File: config.mk
export PLATFORM = sky130hd
export DESIGN_NAME = uart_rx_sampler
export DESIGN_NICKNAME = d
export VERILOG_FILES = /design/src/rtl/uart_rx_sampler_pkg.sv /design/src/rtl/uart_rx_sync.sv /design/src/rtl/uart_rx_sampler.sv
export SDC_FILE = /design/constraint.sdc
export NUM_CORES = 1
export LEC_CHECK = 0
export CAP_MARGIN = 20
export CORE_ASPECT_RATIO = 1.25
export CORE_MARGIN = 1.5
export CORE_UTILIZATION = 50
export CTS_BUF_LIST = sky130_fd_sc_hd__clkbuf_2 sky130_fd_sc_hd__clkbuf_4 sky130_fd_sc_hd__clkbuf_8
export CTS_CLUSTER_SIZE = 10
export DETAILED_ROUTE_END_ITERATION = 10
export PLACE_DENSITY = 0.75
export SLEW_MARGIN = 20
export SYNTH_ARGS = -nofsm -noshare
export SYNTH_HDL_FRONTEND = slang
export SYNTH_HIERARCHICAL = 1
export SYNTH_SLANG_ARGS = --single-unit
File: constraint.sdc
create_clock -name Clock -period 1.9 [get_ports Clock]
set_input_delay 0.19 -clock Clock [delete_from_list [all_inputs] [get_ports Clock]]
set_output_delay 0.19 -clock Clock [all_outputs]
set_load 0.01 [all_outputs]
File: src/rtl/uart_rx_sampler_pkg.sv
// Shared definitions for the UART receive path: FSM encoding, default geometry,
// baud divider constants shared with the baud generator, and a 3-input vote helper.
package uart_rx_sampler_pkg;

   localparam int unsigned DEFAULT_DATA_BITS  = 8;
   localparam int unsigned DEFAULT_OVERSAMPLE = 16;

   // Divider settings understood by the baud-rate generator.
   localparam logic [11:0] BAUD_DIV_230400 = 12'h364;
   localparam logic [11:0] BAUD_DIV_115200 = 12'h6C8;

   typedef enum logic [2:0] {
      ST_IDLE   = 3'd0,
      ST_START  = 3'd1,
      ST_DATA   = 3'd2,
      ST_PARITY = 3'd3,
      ST_STOP   = 3'd4,
      ST_BREAK  = 3'd5
   } rx_state_t;

   function automatic logic maj3(input logic a, input logic b, input logic c);
      return (a & b) | (a & c) | (b & c);
   endfunction

endpackage

File: src/rtl/uart_rx_sync.sv
// Rx double-flop synchronizer and BaudIn edge detector; tick_c is high for one
// Clock on every BaudIn transition.
module uart_rx_sync (
   input  logic Clock,
   input  logic Reset,
   input  logic rx,
   input  logic baud_in,
   output logic rx_s,
   output logic tick_c
);

   logic rx_meta;
   logic baud_q;

   always_ff @(posedge Clock or negedge Reset) begin
      if (!Reset) begin
         rx_meta <= 1'b1;
         rx_s    <= 1'b1;
         baud_q  <= 1'b0;
      end else begin
         rx_meta <= rx;
         rx_s    <= rx_meta;
         baud_q  <= baud_in;
      end
   end

   assign tick_c = baud_in ^ baud_q;

endmodule

File: src/rtl/uart_rx_sampler.sv
// UART receiver: oversampled start detect, mid-bit sampling, parity/stop checks and a
// valid/ready output register. Define UART_RX_MAJORITY_VOTE_EN for 3-sample bit voting.
module uart_rx_sampler
   import uart_rx_sampler_pkg::*;
#(
   parameter int unsigned DATA_BITS  = DEFAULT_DATA_BITS,
   parameter int unsigned OVERSAMPLE = DEFAULT_OVERSAMPLE
) (
   input  logic       Clock,
   input  logic       Reset,
   input  logic       Enable,
   input  logic       BaudIn,
   input  logic       Rx,
   input  logic       ParityEn,
   input  logic       ParityOdd,
   output logic [7:0] Data,
   output logic       Valid,
   input  logic       Ready,
   output logic       ParityErr,
   output logic       FramingErr,
   output logic       OverrunErr,
   output logic       Busy
);

   localparam int unsigned TCNT_W = $clog2(OVERSAMPLE);
   localparam int unsigned BCNT_W = 3;
   localparam int unsigned MID    = OVERSAMPLE / 2 - 1;
`ifdef UART_RX_MAJORITY_VOTE_EN
   // Decide one tick after mid so the vote window is mid-1, mid, mid+1.
   localparam int unsigned START_PT = MID + 1;
`else
   localparam int unsigned START_PT = MID;
`endif
   localparam logic [TCNT_W-1:0] START_LAST = TCNT_W'(START_PT);
   localparam logic [TCNT_W-1:0] BIT_LAST   = TCNT_W'(OVERSAMPLE - 1);
   localparam logic [BCNT_W-1:0] BCNT_LAST  = BCNT_W'(DATA_BITS - 1);

   logic rx_s;
   logic tick_c;
   logic bit_val;

   uart_rx_sync u_sync (
      .Clock   (Clock),
      .Reset   (Reset),
      .rx      (Rx),
      .baud_in (BaudIn),
      .rx_s    (rx_s),
      .tick_c  (tick_c)
   );

`ifdef UART_RX_MAJORITY_VOTE_EN
   logic [1:0] hist;

   // Previous two tick samples of the synchronised line.
   always_ff @(posedge Clock or negedge Reset) begin
      if (!Reset)      hist <= 2'b11;
      else if (tick_c) hist <= {hist[0], rx_s};
   end

   assign bit_val = maj3(hist[1], hist[0], rx_s);
`else
   assign bit_val = rx_s;
`endif

   rx_state_t             state, state_n;
   logic [TCNT_W-1:0]     tcnt, tcnt_n;
   logic [BCNT_W-1:0]     bcnt, bcnt_n;
   logic [DATA_BITS-1:0]  shift, shift_n;
   logic                  par_en_q, par_en_n;
   logic                  par_odd_q, par_odd_n;
   logic                  par_err_q, par_err_n;
   logic [7:0]            data_n;
   logic                  valid_n, pe_n, fe_n, ovr_n;
   logic                  frame_done, frame_fe;

   always_ff @(posedge Clock or negedge Reset) begin
      if (!Reset) begin
         state      <= ST_IDLE;
         tcnt       <= '0;
         bcnt       <= '0;
         shift      <= '0;
         par_en_q   <= 1'b0;
         par_odd_q  <= 1'b0;
         par_err_q  <= 1'b0;
         Data       <= '0;
         Valid      <= 1'b0;
         ParityErr  <= 1'b0;
         FramingErr <= 1'b0;
         OverrunErr <= 1'b0;
         Busy       <= 1'b0;
      end else begin
         state      <= state_n;
         tcnt       <= tcnt_n;
         bcnt       <= bcnt_n;
         shift      <= shift_n;
         par_en_q   <= par_en_n;
         par_odd_q  <= par_odd_n;
         par_err_q  <= par_err_n;
         Data       <= data_n;
         Valid      <= valid_n;
         ParityErr  <= pe_n;
         FramingErr <= fe_n;
         OverrunErr <= ovr_n;
         Busy       <= (state_n != ST_IDLE);
      end
   end

   // Frame FSM: advances only on oversample ticks.
   always_comb begin
      state_n    = state;
      tcnt_n     = tcnt;
      bcnt_n     = bcnt;
      shift_n    = shift;
      par_en_n   = par_en_q;
      par_odd_n  = par_odd_q;
      par_err_n  = par_err_q;
      frame_done = 1'b0;
      frame_fe   = 1'b0;

      if (!Enable) begin
         state_n = ST_IDLE;
         tcnt_n  = '0;
         bcnt_n  = '0;
      end else if (tick_c) begin
         case (state)
            ST_IDLE: begin
               if (!rx_s) begin
                  state_n = ST_START;
                  tcnt_n  = '0;
               end
            end
            ST_START: begin
               if (tcnt == START_LAST) begin
                  tcnt_n = '0;
                  if (!bit_val) begin
                     state_n   = ST_DATA;
                     bcnt_n    = '0;
                     par_en_n  = ParityEn;
                     par_odd_n = ParityOdd;
                     par_err_n = 1'b0;
                  end else begin
                     state_n = ST_IDLE;
                  end
               end else begin
                  tcnt_n = tcnt + TCNT_W'(1);
               end
            end
            ST_DATA: begin
               if (tcnt == BIT_LAST) begin
                  tcnt_n        = '0;
                  shift_n[bcnt] = bit_val;
                  if (bcnt == BCNT_LAST) state_n = par_en_q ? ST_PARITY : ST_STOP;
                  else                   bcnt_n  = bcnt + BCNT_W'(1);
               end else begin
                  tcnt_n = tcnt + TCNT_W'(1);
               end
            end
            ST_PARITY: begin
               if (tcnt == BIT_LAST) begin
                  tcnt_n    = '0;
                  par_err_n = ((^shift) ^ bit_val) != par_odd_q;
                  state_n   = ST_STOP;
               end else begin
                  tcnt_n = tcnt + TCNT_W'(1);
               end
            end
            ST_STOP: begin
               if (tcnt == BIT_LAST) begin
                  tcnt_n     = '0;
                  frame_done = 1'b1;
                  frame_fe   = !bit_val;
                  state_n    = bit_val ? ST_IDLE : ST_BREAK;
               end else begin
                  tcnt_n = tcnt + TCNT_W'(1);
               end
            end
            ST_BREAK: begin
               if (rx_s) state_n = ST_IDLE;
            end
            default: state_n = ST_IDLE;
         endcase
      end
   end

   // Output register and valid/ready handshake; a busy register drops the new frame.
   always_comb begin
      data_n  = Data;
      valid_n = Valid;
      pe_n    = ParityErr;
      fe_n    = FramingErr;
      ovr_n   = 1'b0;

      if (frame_done) begin
         if (!Valid || Ready) begin
            data_n  = 8'(shift);
            pe_n    = par_err_q;
            fe_n    = frame_fe;
            valid_n = 1'b1;
         end else begin
            ovr_n = 1'b1;
         end
      end else if (Valid && Ready) begin
         valid_n = 1'b0;
      end
   end

endmodule

==> results of run 1 <==
[synth_stat cells, drive strengths merged]
master    n  share of area
o211a     1         0.0050
inv       6          0.011
mux2i     2          0.010
and3b     1         0.0044
a221o     1         0.0050
o22ai     1         0.0031
a22o      2         0.0088
nor3      3          0.010
nand3b    4          0.015
xor2      1         0.0044
nor4      1         0.0063
nand2     8          0.016
o2111ai   1         0.0044
o2bb2ai   1         0.0044
nand2b    4          0.013
o31ai     2          0.017
o32ai     1         0.0044
o21ai    10          0.025
a2111oi   1         0.0044
o31a      1         0.0044
a21oi     4          0.010
a21o      3          0.012
buf      11          0.030
clkbuf    2         0.0044
nor3b     3          0.011
dfstp     2          0.026
nor2b     4          0.013
o41ai     1         0.0044
or3       1         0.0031
a31oi     3         0.0094
nand4     4          0.013
o21a      1         0.0038
dfrtp    35           0.44
and3      4          0.013
nand3     4          0.016
mux2     22           0.13
xnor2     9          0.040
nor2     11          0.026
ha        3          0.019
[metal layers]
layer / routed length, µm / vias up / part of all wire
li1: - / 709 / -
met1: 1660 / 734 / 0.40
met2: 2330 / 31 / 0.56
met3: 123 / 2 / 0.030
met4: 14 / 0 / 0.0034
met5: 0 / - / 0
[final cells by class]
class,count,area (µm²),share of cell area
sequential,37,930,0.366
inverter,6,22.5,0.00887
multi-input combinational,123,1030,0.406
clock inverter,2,38.8,0.0153
timing repair buffer,43,374,0.147
clock buffer,6,76.3,0.0300
tap,54,67.6,0.0266
[path summary, 6_finish.rpt]
path / cells after the start / start / end / slack [ns]
setup / recovery: 5 / bcnt[0]$_DFFE_PN0P_ / bcnt[2]$_DFFE_PN0P_ / 0.06
max in group asynchronous: 1 / Reset / state[2]$_DFF_PN0_ / 1.37
min in group Clock: 1 / BaudIn / u_sync/baud_q$_DFF_PN0_ / 0.20
hold / removal: 1 / Reset / state[2]$_DFF_PN0_ / -0.02
hold reg to reg: 0 / u_sync/rx_meta$_DFF_PN1_ / u_sync/rx_s$_DFF_PN1_ / 0.36
setup reg to reg: 5 / bcnt[0]$_DFFE_PN0P_ / bcnt[2]$_DFFE_PN0P_ / 0.06
[repair_timing]
| item | CTS | global route |
|---|---|---|
| gates cloned | 0 | 0 |
| setup endpoints to repair | 4 | 17 |
| pin swaps | 5 | 5 |
| buffers inserted | 0 | 2 |
| gates resized for setup | 5 | 13 |
[power breakdown]
group	leakage, nW	total, mW	switching [mW]	internal, mW
clock	0.0588	0.682	0.274	0.408
combinational	0.592	0.156	0.0847	0.0717
sequential	0.498	0.811	0.00941	0.802
total	1.15	1.65	0.368	1.28
[kinds of logic (layout without fill, tap and decap cells)]
logic type,after synthesis,in the layout
DFF,37,37
muxes,24,24
buffers and inverters,19,57
and+or+nand+nor,52,52
xor gates and xnor gates,10,10
adders and majority gates,3,3
AOI/OAI and AO/OA,34,34
[per-stage QoR]
step | worst slack [ns] | power (mW) | utilization | setup TNS, ns
floorplan | 0.0840 | 0.904 | - | 0
global placement | -0.291 | 0.969 | 0.619 | -3.26
detailed placement | -0.307 | 0.976 | 0.619 | -4.21
CTS | -0.0130 | 1.66 | 0.655 | -0.0130
global route | -0.0325 | 1.71 | 0.671 | -0.0752
finish | 0.0568 | 1.65 | 0.671 | 0
[sequential cells by signal, summed over array words and instances (netlist names), 3 cells and up]
signal / cells
Data: 8
bcnt: 3
shift: 8
state: 3
tcnt: 4
==> impl_metrics.toml, run 1 <==
[drt]
avgViaCountPerCell = 5.45
drt-wirelength-per-cell_um = 15.2
first_pass_iters = 4
drcViolationCount = 0
ant_nets = 0
drt_wl_total_um = 4130
drt-initial-drc-count = 50
via_count = 1476

[setup_path]
worstPathMaxFanout = 4
cp_slowest_stage_delay_ns = 0.39
crit_path_start_kind = "flop"
crit_family = "compound AO/OA/AOI/OAI gates"
crit_slowest_cell = "dfrtp_1"
critPathArrivalTime_ns = 2.02
endpoint_kind = "flop"
cp_cell_sequence = "ha_1 -> ha_2 -> o31a_1 -> o31ai_4 -> mux2_4"
worst-path-buf-inv = 0
path_class = "flop to flop"
cp.required_ns = 2.08

[yosys]
synth_compound_area_frac = 0.126
synthAdderAreaFrac = 0.0188
syn_area_per_cell_um2 = 11.1
seq_area_frac_synth = 0.466
synth_top_family_by_area = "simple AND/OR/NAND/NOR gates"
synth_seq_cells = 37
ys_types = 51
synth-xor-area-share = 0.0440
netlist_area_um2 = 1990
synth.net_count = 190
synthSimpleGateAreaFrac = 0.160
postSynthCellCount = 179
yosysWarnings = 6
synth_mux_area_frac = 0.140

[sta]
timing.final.crit_period_ns = 1.84
slew_viol_final = 0
hold_violations = 14
tightest_slew_ns = 0.810
relSlewSlack = 0.460
skew_ns = 0.00927
maxClockFrequency_mhz = 543
setup_viol = 0
whs_ns = -0.0222
min_period_over_period = 0.970
rsz0062_at_grt = "true"

[grt]
track_usage = 0.205
grt_pass1_vias = 1483
overflow = 0
gr-usage-met3 = 0.0423
grt_max_degree = 38
antenna_found_initial = 0
use_met2 = 0.371
gr-max-usage-layer = "met2"
met1_usage = 0.236
grt_first_pass_wirelength_um = 6590

[finish]
nNetsFinal = 227
final_cell_area_um2 = 2540
num_antenna_cells = 0
final_common_cell = "dfrtp_1"
drive_gt1_frac = 0.318
final_cell_mix = "34 x dfrtp_1, 21 x buf_4, 18 x clkdlybuf4s50_1, 10 x mux2_2"
final_cells = 271
area_delta_synth_final_pct = 27.5
fillers = 295

[die]
start_util = 0.526
die_h_um = 73.6
coreArea_um2 = 3780
pin_count = 21
die_x_um = 59.5
rows = 25
design.die.area_um2 = 4370

[placed_design]
gp_congestion = 0.895
placedInstanceArea_um2 = 2340
hpwl_um = 2970
dp.cells = 261
port_buffers = 20

[cts]
insertion_delay_ns = 0.29
htreeDepth = 2
holdBufCountCts = 0
clock_path_buffers = 2
tritoncts = "done"
clock_sinks = 37
clk_pin_slew_worst_paths_ns = 0.07
cts-root-buf = "clkbuf_8"
numCtsBuffers = 5

[job]
cap_violations = 0

[power_and_ir_drop]
powerDensity_nw_per_um2 = 649
leakage_nw = 1.15
vdd_drop_max_v = 0.000483

[status]
outcome = "finished, violations left"
violations = "hold timing"

[min_path]
min_path_type = "input port to asynchronous set/reset pin"
(Power assumes the default switching activity.)
==> run 2, diff against run 1 <==
--- a/config.mk
+++ b/config.mk
@@ -12,6 +12,7 @@
 export CTS_BUF_LIST = sky130_fd_sc_hd__clkbuf_2 sky130_fd_sc_hd__clkbuf_4 sky130_fd_sc_hd__clkbuf_8
 export CTS_CLUSTER_SIZE = 10
 export DETAILED_ROUTE_END_ITERATION = 10
+export MAX_ROUTING_LAYER = met4
 export PLACE_DENSITY = 0.75
 export SLEW_MARGIN = 20
 export SYNTH_ARGS = -nofsm -noshare
==> run 2 against run 1 <==
Worst hold slack hardly changed. Clock-buffer cell count unchanged. Combinational power about the same. Non-clock buffer count unchanged. The run still ends with hold timing left. First-iteration DRC count fell by 6.0%. Global-route usage increased by 0.59 points. Final area did not move. Final cell count did not move. Clock skew about the same. Sequential cell count did not move. Sequential share of layout area did not move. Clock power is essentially flat. Largest cell class unchanged.
==> impl_metrics.toml, run 2 (synthesized netlist as in run 1, its figures left out) <==
[drt]
via_count = 1480
drt_wl_total_um = 4140
drt-initial-drc-count = 47
first_pass_iters = 4
drt-wirelength-per-cell_um = 15.3
avgViaCountPerCell = 5.46
ant_nets = 0
drcViolationCount = 0

[sta]
skew_ns = 0.00927
timing.final.crit_period_ns = 1.84
slew_viol_final = 0
tightest_slew_ns = 0.811
finalSetupTns_ns = 0
whs_ns = -0.0219
setup_viol = 0
maxClockFrequency_mhz = 543
relSlewSlack = 0.459
min_period_over_period = 0.970
rsz0062_at_grt = "true"
hold_violations = 12

[grt]
antenna_found_initial = 0
track_usage = 0.211
grt_max_degree = 38
grt_pass1_vias = 1484
grt_first_pass_wirelength_um = 6580
overflow = 0

[setup_path]
startpoint = "bcnt[0]$_DFFE_PN0P_"
reg2reg_depth = 5
reg2reg_from = "bcnt[0]$_DFFE_PN0P_"
worstPathMaxFanout = 4
path_class = "flop to flop"
cp.required_ns = 2.08
crit_path_start_kind = "flop"
endpoint_kind = "flop"
endpoint = "bcnt[2]$_DFFE_PN0P_"
r2r_end = "bcnt[2]$_DFFE_PN0P_"
r2r_slack_ns = 0.06
critPathArrivalTime_ns = 2.02

[power_and_ir_drop]
leakage_nw = 1.15
vdd_drop_max_v = 0.000483
powerDensity_nw_per_um2 = 649

[cts]
clock_path_buffers = 2
htreeDepth = 2
tritoncts = "done"
numCtsBuffers = 5
insertion_delay_ns = 0.29
cts-root-buf = "clkbuf_8"
clk_pin_slew_worst_paths_ns = 0.07
clock_sinks = 37

[die]
die_x_um = 59.5
design.die.area_um2 = 4370
die_h_um = 73.6
rows = 25
coreArea_um2 = 3780
pin_count = 21
start_util = 0.526

[finish]
final_cells = 271
final_util = 0.671
regArea_um2 = 930
area_delta_synth_final_pct = 27.5
num_antenna_cells = 0
final_common_cell = "dfrtp_1"
fillers = 295
drive_gt1_frac = 0.318
top_regs = "Data x8, shift x8, tcnt x4"
multi_input_area_um2 = 1030
nNetsFinal = 227
final_cell_mix = "34 x dfrtp_1, 21 x buf_4, 18 x clkdlybuf4s50_1, 10 x mux2_2"

[job]
cap_violations = 0

[placed_design]
hpwl_um = 2970
port_buffers = 20
gp_congestion = 0.911
dp.cells = 261

[min_path]
min_path_type = "input port to asynchronous set/reset pin"

[status]
outcome = "finished, violations left"
violations = "hold timing"
## run 2: stage by stage
stage / setup slack (ns) / instance area (µm²) / power (mW)
floorplan: 0.0840 / 1990 / 0.904
global placement: -0.291 / 2340 / 0.969
detailed placement: -0.307 / 2340 / 0.976
CTS: -0.0130 / 2480 / 1.66
global route: -0.0325 / 2540 / 1.71
finish: 0.0571 / 2540 / 1.65
## run 2: layout make-up
type / instances / area share
Multi-Input combinational cell: 123 / 0.406
Inverter: 6 / 0.00887
Tap cell: 54 / 0.0266
Timing Repair Buffer: 43 / 0.147
Clock buffer: 6 / 0.0300
Clock inverter: 2 / 0.0153
Sequential cell: 37 / 0.366
## run 2: per-layer routing
metal  GRT usage  vias up  share of wire
li1            -      708              -
met1       0.235      739           0.40
met2       0.372       31           0.56
met3      0.0423        2          0.030
met4      0.0682        0         0.0039
met5           -        -              0
## run 2: timing repair
action / 4_1_cts / 5_1_grt
setup buffers: 0 / 2
hold buffers: 0 / 0
gates cloned: 0 / 0
setup endpoints to repair: 4 / 17
pin swaps: 5 / 5
gates resized for setup: 5 / 13
## run 2: worst min-delay path by stage
stage	start	endpoint
after global routing	Reset	Busy$_DFF_PN0_
final	Reset	state[2]$_DFF_PN0_
after floorplan	Reset	Busy$_DFF_PN0_
after detailed placement	Reset	Busy$_DFF_PN0_
after CTS	Reset	Busy$_DFF_PN0_
after global placement	Reset	Busy$_DFF_PN0_
## run 2: critical path, cell delays in order, from the launching register on
cell and delay (ns):
dfrtp_1 0.39, ha_1 0.21, ha_2 0.19, o31a_1 0.31
o31ai_4 0.29, mux2_4 0.34
## run 2: power breakdown
part	total, mW	switching [mW]	internal [mW]
clock	0.682	0.274	0.408
combinational	0.156	0.0847	0.0717
sequential	0.811	0.00938	0.802
==> run 3, diff against run 2 <==
--- a/config.mk
+++ b/config.mk
@@ -14,7 +14,9 @@
 export DETAILED_ROUTE_END_ITERATION = 10
 export MAX_ROUTING_LAYER = met4
 export PLACE_DENSITY = 0.75
-export SLEW_MARGIN = 20
+export REMOVE_ABC_BUFFERS = 1
+export SKIP_CTS_REPAIR_TIMING = 1
+export SLEW_MARGIN = 10
 export SYNTH_ARGS = -nofsm -noshare
 export SYNTH_HDL_FRONTEND = slang
 export SYNTH_HIERARCHICAL = 1
==> run 3 against run 2 <==
The flow now finishes without violations. Register-to-register slack worse by 0.02 ns. Setup slack worse by 0.024 ns. Global-route usage rose by 0.50 points. First-iteration DRC count unchanged. Sequential cell count unchanged. Maximum frequency shrank 1.3%. Via count rose by 0.81%. Sequential power is essentially flat. Clock skew fell by 0.0025 ns. Wire length up 2.2%. Critical path depth unchanged. Final cell count stayed put. Critical path type unchanged.
==> impl_metrics.toml, run 3 (synthesized netlist as in run 1, its figures left out) <==
[die]
start_util = 0.526
design.die.area_um2 = 4370
die_h_um = 73.6
rows = 25
pin_count = 21
coreArea_um2 = 3780
die_x_um = 59.5

[cts]
clk_pin_slew_worst_paths_ns = 0.07
insertion_delay_ns = 0.29
numCtsBuffers = 5
htreeDepth = 2
tritoncts = "done"
cts-root-buf = "clkbuf_8"
clock_sinks = 37
clock_path_buffers = 2

[power_and_ir_drop]
vdd_drop_max_v = 0.000436
p_int_mw = 1.13
leakage_nw = 1.13
swShare = 0.248
powerDensity_nw_per_um2 = 598
comb_power_share = 0.102
p_clk_frac = 0.355
seqPwrFrac = 0.543
power.switching_mw = 0.372

[finish]
final_cell_mix = "32 x dfrtp_1, 21 x buf_4, 19 x clkdlybuf4s50_1, 12 x mux2_2, 10 x o21ai_0"
top_regs = "Data x8, shift x8, tcnt x4"
nNetsFinal = 227
area_delta_synth_final_pct = 25.6
final_common_cell = "dfrtp_1"
num_antenna_cells = 0
drive_gt1_frac = 0.304

[sta]
whs_ns = 0.0980
finalSetupTns_ns = 0
min_period_over_period = 0.983
timing.final.crit_period_ns = 1.87
maxClockFrequency_mhz = 536
hold_violations = 0
tightest_slew_ns = 0.479
setup_viol = 0
skew_ns = 0.00674
fin_ws_ns = 0.0332
slew_viol_final = 0
relSlewSlack = 0.680

[drt]
drcViolationCount = 0
drt_wl_total_um = 4230
ant_nets = 0
avgViaCountPerCell = 5.51
drt-wirelength-per-cell_um = 15.6
drt-initial-drc-count = 47
first_pass_iters = 4
via_count = 1492

[grt]
track_usage = 0.216
overflow = 0
grt_max_degree = 38
antenna_found_initial = 0
grt_first_pass_wirelength_um = 6960
grt_pass1_vias = 1576

[status]
outcome = "completed"

[setup_path]
worstPathMaxFanout = 4
critPathArrivalTime_ns = 2.04
endpoint_kind = "flop"
path_class = "flop to flop"
reg2reg_depth = 5
crit_path_start_kind = "flop"
cp.required_ns = 2.08

[min_path]
min_path_type = "input port to flop"
hold_path_depth = 1

[job]
cap_violations = 0

[placed_design]
port_buffers = 20
gp_congestion = 0.901
place_ws_ns = -0.288
hpwl_um = 3120
==> run 3: metal layers <==
| layer | track usage | up-vias | routed length (µm) |
|---|---|---|---|
| met5 | - | - | 0 |
| li1 | - | 708 | - |
| met3 | 0.0317 | 11 | 152 |
| met1 | 0.234 | 730 | 1680 |
| met4 | 0.0833 | 0 | 97 |
| met2 | 0.389 | 43 | 2310 |
==> run 3: critical path: stages (launching register included) <==
cell and delay (ns):
dfrtp_1 0.40, ha_2 0.19, ha_2 0.20, o31a_1 0.28, o31ai_4 0.35, mux2_4 0.34
==> run 3: worst paths after layout <==
check / slack [ns] / end / start
max: 0.03 / bcnt[0]$_DFFE_PN0P_ / bcnt[1]$_DFFE_PN0P_
min: 0.1 / u_sync/baud_q$_DFF_PN0_ / BaudIn
max reg2reg: 0.03 / bcnt[0]$_DFFE_PN0P_ / bcnt[1]$_DFFE_PN0P_
min reg2reg: 0.36 / u_sync/rx_s$_DFF_PN1_ / u_sync/rx_meta$_DFF_PN1_
max in group asynchronous: 1.23 / u_sync/rx_meta$_DFF_PN1_ / Reset
min in group asynchronous: 0.31 / Data[1]$_DFFE_PN0P_ / Reset
==> run 3: area by class of cell <==
cell class,instances,area (µm²)
multi-input cells,123,1010
repair buffers,43,383
clock inverters,3,17.5
well taps,54,67.6
clock buffers,5,68.8
fillers,292,1280
flip-flops and latches,37,932
inverters,6,22.5
==> run 3: power groups by stage <==
stage	registers [mW]	clock network, mW	logic [mW]
floorplan	0.831	0	0.0654
global placement	0.825	0	0.144
detailed placement	0.826	0	0.149
CTS	0.811	0.541	0.150
global route	0.814	0.569	0.167
finish	0.813	0.532	0.153
==> run 3: through the flow <==
stage          cell area [µm²]  total power, mW  utilization  instances
2_1_floorplan             1920            0.897            -        166
3_5_place_dp              2330            0.975        0.615        258
3_3_place_gp              2330            0.970        0.615        258
5_1_grt                   2500             1.55        0.661        271
4_1_cts                   2410             1.50        0.637        266
6_report                  2500             1.50        0.661        271
